--- src/rtl/uart_rx_deserializer.sv ---
// uart_rx_deserializer
//
// Receive front end for the UART: oversamples the asynchronous rx line,
// frames 8N1-style characters (DATA_WIDTH data bits, LSB first, one stop bit,
// no parity) and hands each good character to the receive FIFO as a
// single-cycle write strobe plus data.
//
// Ports:
//   clk        system clock
//   rst        asynchronous, active-high reset
//   rx         raw serial line, idle high, asynchronous to clk
//   fifo_full  full flag from the downstream FIFO
//   clr_err    synchronous clear for the sticky error flags
//   rx_data    last accepted character (held between strobes)
//   rx_valid   one-cycle write strobe to the FIFO
//   frame_err  sticky: stop bit sampled low
//   overrun    sticky: good character dropped because the FIFO was full
//   busy       high while a character (or a break) is in progress
//
// State table:
//   state    | meaning
//   S_IDLE   | line idle, waiting for a low level on the synchronized rx
//   S_START  | timing to the middle of the start bit to confirm it
//   S_DATA   | sampling data bits at bit centres, LSB first
//   S_STOP   | sampling the stop bit, deciding strobe / overrun / framing error
//   S_BREAK  | stop bit was low; wait for the line to return high

module uart_rx_deserializer #(
    parameter int CLKS_PER_BIT = 16,
    parameter int DATA_WIDTH   = 8
) (
    input  logic                  clk,
    input  logic                  rst,
    input  logic                  rx,
    input  logic                  fifo_full,
    input  logic                  clr_err,
    output logic [DATA_WIDTH-1:0] rx_data,
    output logic                  rx_valid,
    output logic                  frame_err,
    output logic                  overrun,
    output logic                  busy
);

    localparam int CW = $clog2(CLKS_PER_BIT);
    localparam int IW = (DATA_WIDTH > 1) ? $clog2(DATA_WIDTH) : 1;

    localparam logic [CW-1:0] CNT_HALF = CW'(CLKS_PER_BIT / 2 - 1);
    localparam logic [CW-1:0] CNT_FULL = CW'(CLKS_PER_BIT - 1);
    localparam logic [IW-1:0] IDX_LAST = IW'(DATA_WIDTH - 1);

    typedef enum logic [2:0] {
        S_IDLE,
        S_START,
        S_DATA,
        S_STOP,
        S_BREAK
    } state_t;

    state_t                state_q,     state_d;
    logic                  sync1_q,     sync1_d;
    logic                  rxs_q,       rxs_d;
    logic [CW-1:0]         cnt_q,       cnt_d;
    logic [IW-1:0]         bit_idx_q,   bit_idx_d;
    logic [DATA_WIDTH-1:0] shift_q,     shift_d;
    logic [DATA_WIDTH-1:0] rx_data_q,   rx_data_d;
    logic                  rx_valid_q,  rx_valid_d;
    logic                  frame_err_q, frame_err_d;
    logic                  overrun_q,   overrun_d;
    logic                  busy_q,      busy_d;

    logic                  frame_set;
    logic                  overrun_set;

    always_comb begin
        state_d     = state_q;
        sync1_d     = rx;
        rxs_d       = sync1_q;
        cnt_d       = cnt_q + CW'(1);
        bit_idx_d   = bit_idx_q;
        shift_d     = shift_q;
        rx_data_d   = rx_data_q;
        rx_valid_d  = 1'b0;
        frame_set   = 1'b0;
        overrun_set = 1'b0;

        case (state_q)
            S_IDLE: begin
                cnt_d = '0;
                if (!rxs_q) begin
                    state_d = S_START;
                end
            end
            S_START: begin
                if (cnt_q == CNT_HALF) begin
                    cnt_d = '0;
                    if (!rxs_q) begin
                        state_d   = S_DATA;
                        bit_idx_d = '0;
                    end else begin
                        // Too short to be a start bit: drop it silently.
                        state_d = S_IDLE;
                    end
                end
            end
            S_DATA: begin
                if (cnt_q == CNT_FULL) begin
                    cnt_d             = '0;
                    shift_d[bit_idx_q] = rxs_q;
                    if (bit_idx_q == IDX_LAST) begin
                        state_d = S_STOP;
                    end else begin
                        bit_idx_d = bit_idx_q + IW'(1);
                    end
                end
            end
            S_STOP: begin
                if (cnt_q == CNT_FULL) begin
                    cnt_d = '0;
                    if (rxs_q) begin
                        state_d = S_IDLE;
                        if (!fifo_full) begin
                            rx_data_d  = shift_q;
                            rx_valid_d = 1'b1;
                        end else begin
                            overrun_set = 1'b1;
                        end
                    end else begin
                        frame_set = 1'b1;
                        state_d   = S_BREAK;
                    end
                end
            end
            S_BREAK: begin
                // A line held low must go high before the next start edge counts.
                cnt_d = '0;
                if (rxs_q) begin
                    state_d = S_IDLE;
                end
            end
            default: begin
                cnt_d   = '0;
                state_d = S_IDLE;
            end
        endcase

        // A new error event in the same cycle as clr_err leaves the flag set.
        frame_err_d = frame_set   | (frame_err_q & ~clr_err);
        overrun_d   = overrun_set | (overrun_q   & ~clr_err);
        busy_d      = (state_d != S_IDLE);
    end

    always_ff @(posedge clk or posedge rst) begin
        if (rst) begin
            state_q     <= S_IDLE;
            sync1_q     <= 1'b1;
            rxs_q       <= 1'b1;
            cnt_q       <= '0;
            bit_idx_q   <= '0;
            shift_q     <= '0;
            rx_data_q   <= '0;
            rx_valid_q  <= 1'b0;
            frame_err_q <= 1'b0;
            overrun_q   <= 1'b0;
            busy_q      <= 1'b0;
        end else begin
            state_q     <= state_d;
            sync1_q     <= sync1_d;
            rxs_q       <= rxs_d;
            cnt_q       <= cnt_d;
            bit_idx_q   <= bit_idx_d;
            shift_q     <= shift_d;
            rx_data_q   <= rx_data_d;
            rx_valid_q  <= rx_valid_d;
            frame_err_q <= frame_err_d;
            overrun_q   <= overrun_d;
            busy_q      <= busy_d;
        end
    end

    assign rx_data   = rx_data_q;
    assign rx_valid  = rx_valid_q;
    assign frame_err = frame_err_q;
    assign overrun   = overrun_q;
    assign busy      = busy_q;

endmodule

--- config.mk ---
export PLATFORM = sky130hd
export DESIGN_NAME = uart_rx_deserializer
export DESIGN_NICKNAME = d
export VERILOG_FILES = /design/src/rtl/uart_rx_deserializer.sv
export SDC_FILE = /design/constraint.sdc
export NUM_CORES = 1
export LEC_CHECK = 0
export ABC_AREA = 1
export BUFFER_PORTS_ARGS = -buffer_cell sky130_fd_sc_hd__buf_4
export CORE_MARGIN = 2
export CORE_UTILIZATION = 45
export CTS_BUF_LIST = sky130_fd_sc_hd__clkbuf_2
export DETAILED_ROUTE_END_ITERATION = 12
export GPL_TIMING_DRIVEN = 0
export HOLD_SLACK_MARGIN = 0.1
export PLACE_DENSITY_LB_ADDON = 0.08
export RECOVER_POWER = 25
export SLEW_MARGIN = 20
export SYNTH_ARGS = -nofsm -noshare
export SYNTH_HDL_FRONTEND = slang
export SYNTH_SLANG_ARGS = --single-unit
--- constraint.sdc ---
create_clock -name clk -period 1.79 [get_ports clk]
set_input_delay 0 -clock clk [delete_from_list [all_inputs] [get_ports clk]]
set_output_delay 0 -clock clk [all_outputs]
set_load 0.005 [all_outputs]
Word-level counts from Yosys, hierarchy flattened

Index checks and enable logic that the tools add are counted.

Word-level logic and storage cells: 71
Register bits after elaboration: 32
Output and inout bits: 12
Input bits: 5

Add/subtract/negate cells: 2
Reduce and logical (&&, ||, !) cells: 8
$lt $le $gt $ge: 2
Multiplexer cells: 31
Bitwise gates (word level): 6
Eq/ne operators: 11

Operators by type and width:

| kind                                                                          | count |
|---|---|
| 3-bit 2-to-1 mux                                                              | 11 |
| 3-bit one-hot mux with 5 select lines                                         | 1 |
| 1-bit 2-to-1 mux                                                              | 12 |
| 8-bit bitwise mux                                                             | 1 |
| 4-bit 2-to-1 mux                                                              | 2 |
| 2-bit inequality test (second input constant)                                 | 4 |
| 4-bit one-hot mux with 2 select lines                                         | 1 |
| 3-bit by 2-bit equality test with 1-bit output (second input constant)        | 2 |
| 3-bit equality test (second input constant)                                   | 2 |
| 3-bit one-hot mux with 2 select lines                                         | 1 |
| 5-bit AND reduction                                                           | 1 |
| 4-bit by 1-bit adder with 4-bit output (second input constant)                | 1 |
| 4-bit by 3-bit equality test with 1-bit output (second input constant)        | 1 |
| 4-bit equality test (second input constant)                                   | 1 |
| 3-bit by 4-bit less-than comparator with 1-bit output (second input constant) | 1 |
| 4-bit AND reduction                                                           | 1 |
| 3-bit by 1-bit adder with 3-bit output (second input constant)                | 1 |
| 1-bit demux with 3-bit select                                                 | 1 |
| 3-bit by 1-bit equality test with 1-bit output (second input constant)        | 1 |
| 3-bit by 1-bit >= comparator with 1-bit output (second input constant)        | 1 |
| 3-bit logical NOT                                                             | 1 |
| 3-bit nonzero test                                                            | 1 |
| 1-bit bitwise AND                                                             | 2 |
| 2-bit 2-to-1 mux                                                              | 1 |
| other kinds (6)                                                               | 8 |

Depth between registers and ports, before layout

Depth after elaboration: 5
Gate-level depth with buffers: 8
Depth with buffers taken out: 8

Worst setup path after synthesis

No wires, ideal clock.

Path kind: register -> register
From: register cnt_q[0]
To: register shift_q[0]
Clock period less this slack: 1.310 ns
Arrival: 1.191 ns
Path slack: 0.480 ns
Buffers on the path: 1
Cell stages (with the launch flop): 8
Required time: 1.671 ns
Setup time: 0.119 ns
Cell sequence: dfrtp_1 > ha_1 > nand2_2 > nor2_8 > nand2_4 > buf_6 > o21ai_1 > nand2_1

Word-level cells in the longest chain between the ends: 2

RTL lines:

| what                          | line | text |
|---|---|---|
| start: declaration            | 62   | `logic [CW-1:0] cnt_q, cnt_d;` |
| start signal: assignment      | 169  | `cnt_q <= cnt_d;` |
| 4-bit equality test           | 106  | `if (cnt_q == CNT_FULL) begin` |
| 2-bit AND reduction (no line) | --   |  |
| end signal: assignment        | 171  | `shift_q <= shift_d;` |
| end: declaration              | 64   | `logic [DATA_WIDTH-1:0] shift_q, shift_d;` |

Every way passes these cells.
A chain may end at the register's enable or synchronous reset.

Worst setup path in the final report

From: register cnt_q[0]
To: register shift_q[2]

Same word-level chain as after synthesis.

==> results.cfg <==
[placed_design]
io_buffers = 16
gp_congestion = 0.795
post-place-ws_ps = 284
post-dp-hpwl_um = 1940

[sta]
setup_tns_ps = 0
fin_crit_sh = 0.844
finClkSkew_ps = 11.6
worst_pin_slew_ps = 1140
slew_headroom = 0.239
min_period_ps = 1510
rsz0062_at_grt = false
fin_ws_ps = 279
finalHoldViolCount = 0
fmax_ghz = 0.662
slew_viol_final = 0
setup_violations = 0

[logic_synthesis]
syn_area_um2 = 1490
ys_top_cells_by_area = dfrtp_1, nand2_1, nand3_1
synth_simple_gate_area_share = 0.320
yosys.area.top_type_share = 0.503
synth_cell_types = 24
ys_ff_latch = 32
synth_top_cell_by_area = dfrtp_1
yosys.area_share.adder = 0.0252
synth.yosys.warnings = 0
synth_nets = 180
synth_top_family_by_area = simple AND/OR/NAND/NOR gates
synthCells = 172
synthXorXnorAreaFrac = 0.00587
synthMuxAreaShare = 0
syn_area_per_cell_um2 = 8.67
synth_compound_area_frac = 0.0503
ys_seq_area_frac = 0.539

[layout]
nNetsFinal = 207
final_cell_mix = nand2_1, dfrtp_1, nand3_1
drive_above_1_share = 0.205
num_antenna_cells = 0
final_common_cell = nand2_1
area_delta_synth_final_pct = 18.8

[global_routing]
antenna_found_initial = 0
grt_pass1_wl_um = 4620
grt_pass1_vias = 1067
use_met1 = 0.215
grt_overflow_total = 0
grt_use_met2 = 0.271
grt_max_degree = 33
grt_use_total = 0.170
met3_usage = 0.0567
gr-max-usage-layer = met2

[power]
power_frac_clock = 0.287
swShare = 0.315
power_frac_seq = 0.504
intPower_mw = 1.16
combPwrFrac = 0.209
max-vdd-ir-drop_mv = 0.738
p_leak_nw = 0.997
switchingPower_mw = 0.535
total_power_mw = 1.70
power.density_nw_per_um2 = 959

[critical_path]
rrSetupSlack_ps = 280
cp-start-kind = register
slowest_delay_ps = 410
cp-end-kind = register
cpLargestDelayFamily = simple AND/OR/NAND/NOR gates
crit_chain = ha_1 -> nand2_2 -> nor2_8 -> nand2_4 -> buf_6 -> o21ai_1 -> nand2_1
slowest_stage = dfrtp_1
arrival_ps = 1770
path_buf_inv = 1
cp.required_ps = 2050
criticalPathCategory = reg -> reg
worstPathMaxFanout = 10

[clock_tree]
cts_inserted_buffers = 5
clk_pin_slew_ps = 150
root_buffer = clkbuf_2
cts_tree = built
htree_levels = 2
cts.path.max_buffers = 2
post-cts-setup-buffers = 0
clk_latency_ps = 370
cts.sinks = 32

[detailed_routing]
route.detailed.drc = 0
wirelength_um = 2670
via_per_inst = 4.82
ant_nets = 0
firstDrtPassIters = 4
num_vias = 1177
drtIter0Drc = 52
wl_per_cell_um = 10.9

[die]
initial_core_util = 0.481
core-area_um2 = 3100
ios = 17
die_area_um2 = 3790
rows = 20
fp.dieW_um = 61.6
die_height_um = 61.6

[flow_run]
cap_violations = 0

[outcome]
run_status = complete, no violations

[hold_path]
hold_path_class = in -> reg
## per-stage QoR
| stage | instance area [µm²] | util | hold WS, ps | std cells |
|---|---|---|---|---|
| floorplan | 1490 | - | 4.48 | 172 |
| global placement | 1670 | 0.537 | 109 | 232 |
| detailed placement | 1670 | 0.537 | 109 | 232 |
| CTS | 1770 | 0.571 | 249 | 244 |
| global route | 1770 | 0.571 | 230 | 244 |
| finish | 1770 | 0.571 | 285 | 244 |
## sequential cells by signal (all words and copies together), names as in the netlist
| signal | cells |
|---|---|
| busy | 1 |
| rxs_d | 1 |
| rx_valid | 1 |
| overrun | 1 |
| frame_err | 1 |
| rxs_q | 1 |
| bit_idx_q | 3 |
| shift_q | 8 |
| state_q | 3 |
| cnt_q | 4 |
| rx_data | 8 |
## Yosys cell counts
cell and n:
xor2_1 1, o21ai_0 3, dfrtp_1 30, nand2_1 58, dfstp_2 2, nand2_4 1
buf_2 2, nand3_1 15, inv_1 14, nor2_2 2, clkinv_2 1, nand2_2 1
nand4_1 6, inv_2 3, nand4_4 1, ha_1 3, a21oi_1 1, nor2_4 2
nor2_8 1, nor2_1 14, o21bai_1 1, o21ai_1 8, o21a_1 1, buf_6 1
## layout make-up
class | instances | area [µm²]
multi-input combinational | 119 | 598
inverter | 18 | 68.8
tap | 44 | 55.1
buffer | 3 | 21.3
sequential | 32 | 803
clock inverter | 2 | 35.0
fill | 307 | 1330
timing repair buffer | 20 | 160
clock buffer | 6 | 30.0
## cell families after synthesis
group / after synthesis
adder cells (fa/ha/maj): 3
AO/OA/AOI/OAI: 14
AND/OR/NAND/NOR: 101
buffers and inverters: 21
flip-flops: 32
XOR/XNOR: 1
## routing by layer
layer	part of all wire	wire [µm]
met2	0.46	1220
met1	0.47	1250
met5	0	0
met3	0.063	169
met4	0.013	36
## worst reg2reg max path, stage by stage (launching register included)
cell and delay (ps):
dfrtp_1 410, ha_1 260, nand2_2 130, nor2_8 170
nand2_4 80, buf_6 150, o21ai_1 120, nand2_1 80
## power by group through the flow
stage          logic, mW  registers, mW  clock network, mW
2_1_floorplan      0.273          0.858                  0
5_1_grt            0.411          0.867              0.535
6_report           0.355          0.856              0.487
3_5_place_dp       0.353          0.870                  0
4_1_cts            0.362          0.856              0.501
3_3_place_gp       0.335          0.867                  0
## worst paths after layout
| check | startpoint | end | cells after the start |
|---|---|---|---|
| worst min register to register | rxs_d | rxs_q | 0 |
| worst max register to register | cnt_q[0] | shift_q[2] | 7 |
| min in group asynchronous | rst | shift_q[0] | 3 |
| max in group asynchronous | rst | cnt_q[3] | 3 |
| worst min-delay path | rx | rxs_d | 2 |
| worst max-delay path | cnt_q[0] | shift_q[2] | 7 |
## timing repair
item / CTS / global route
hold endpoints to repair: 44 / 0
endpoints found under the setup margin: 0 / 0
hold buffers: 4 / 0
gates resized for setup: 0 / 0
(Power assumes the default switching activity.)
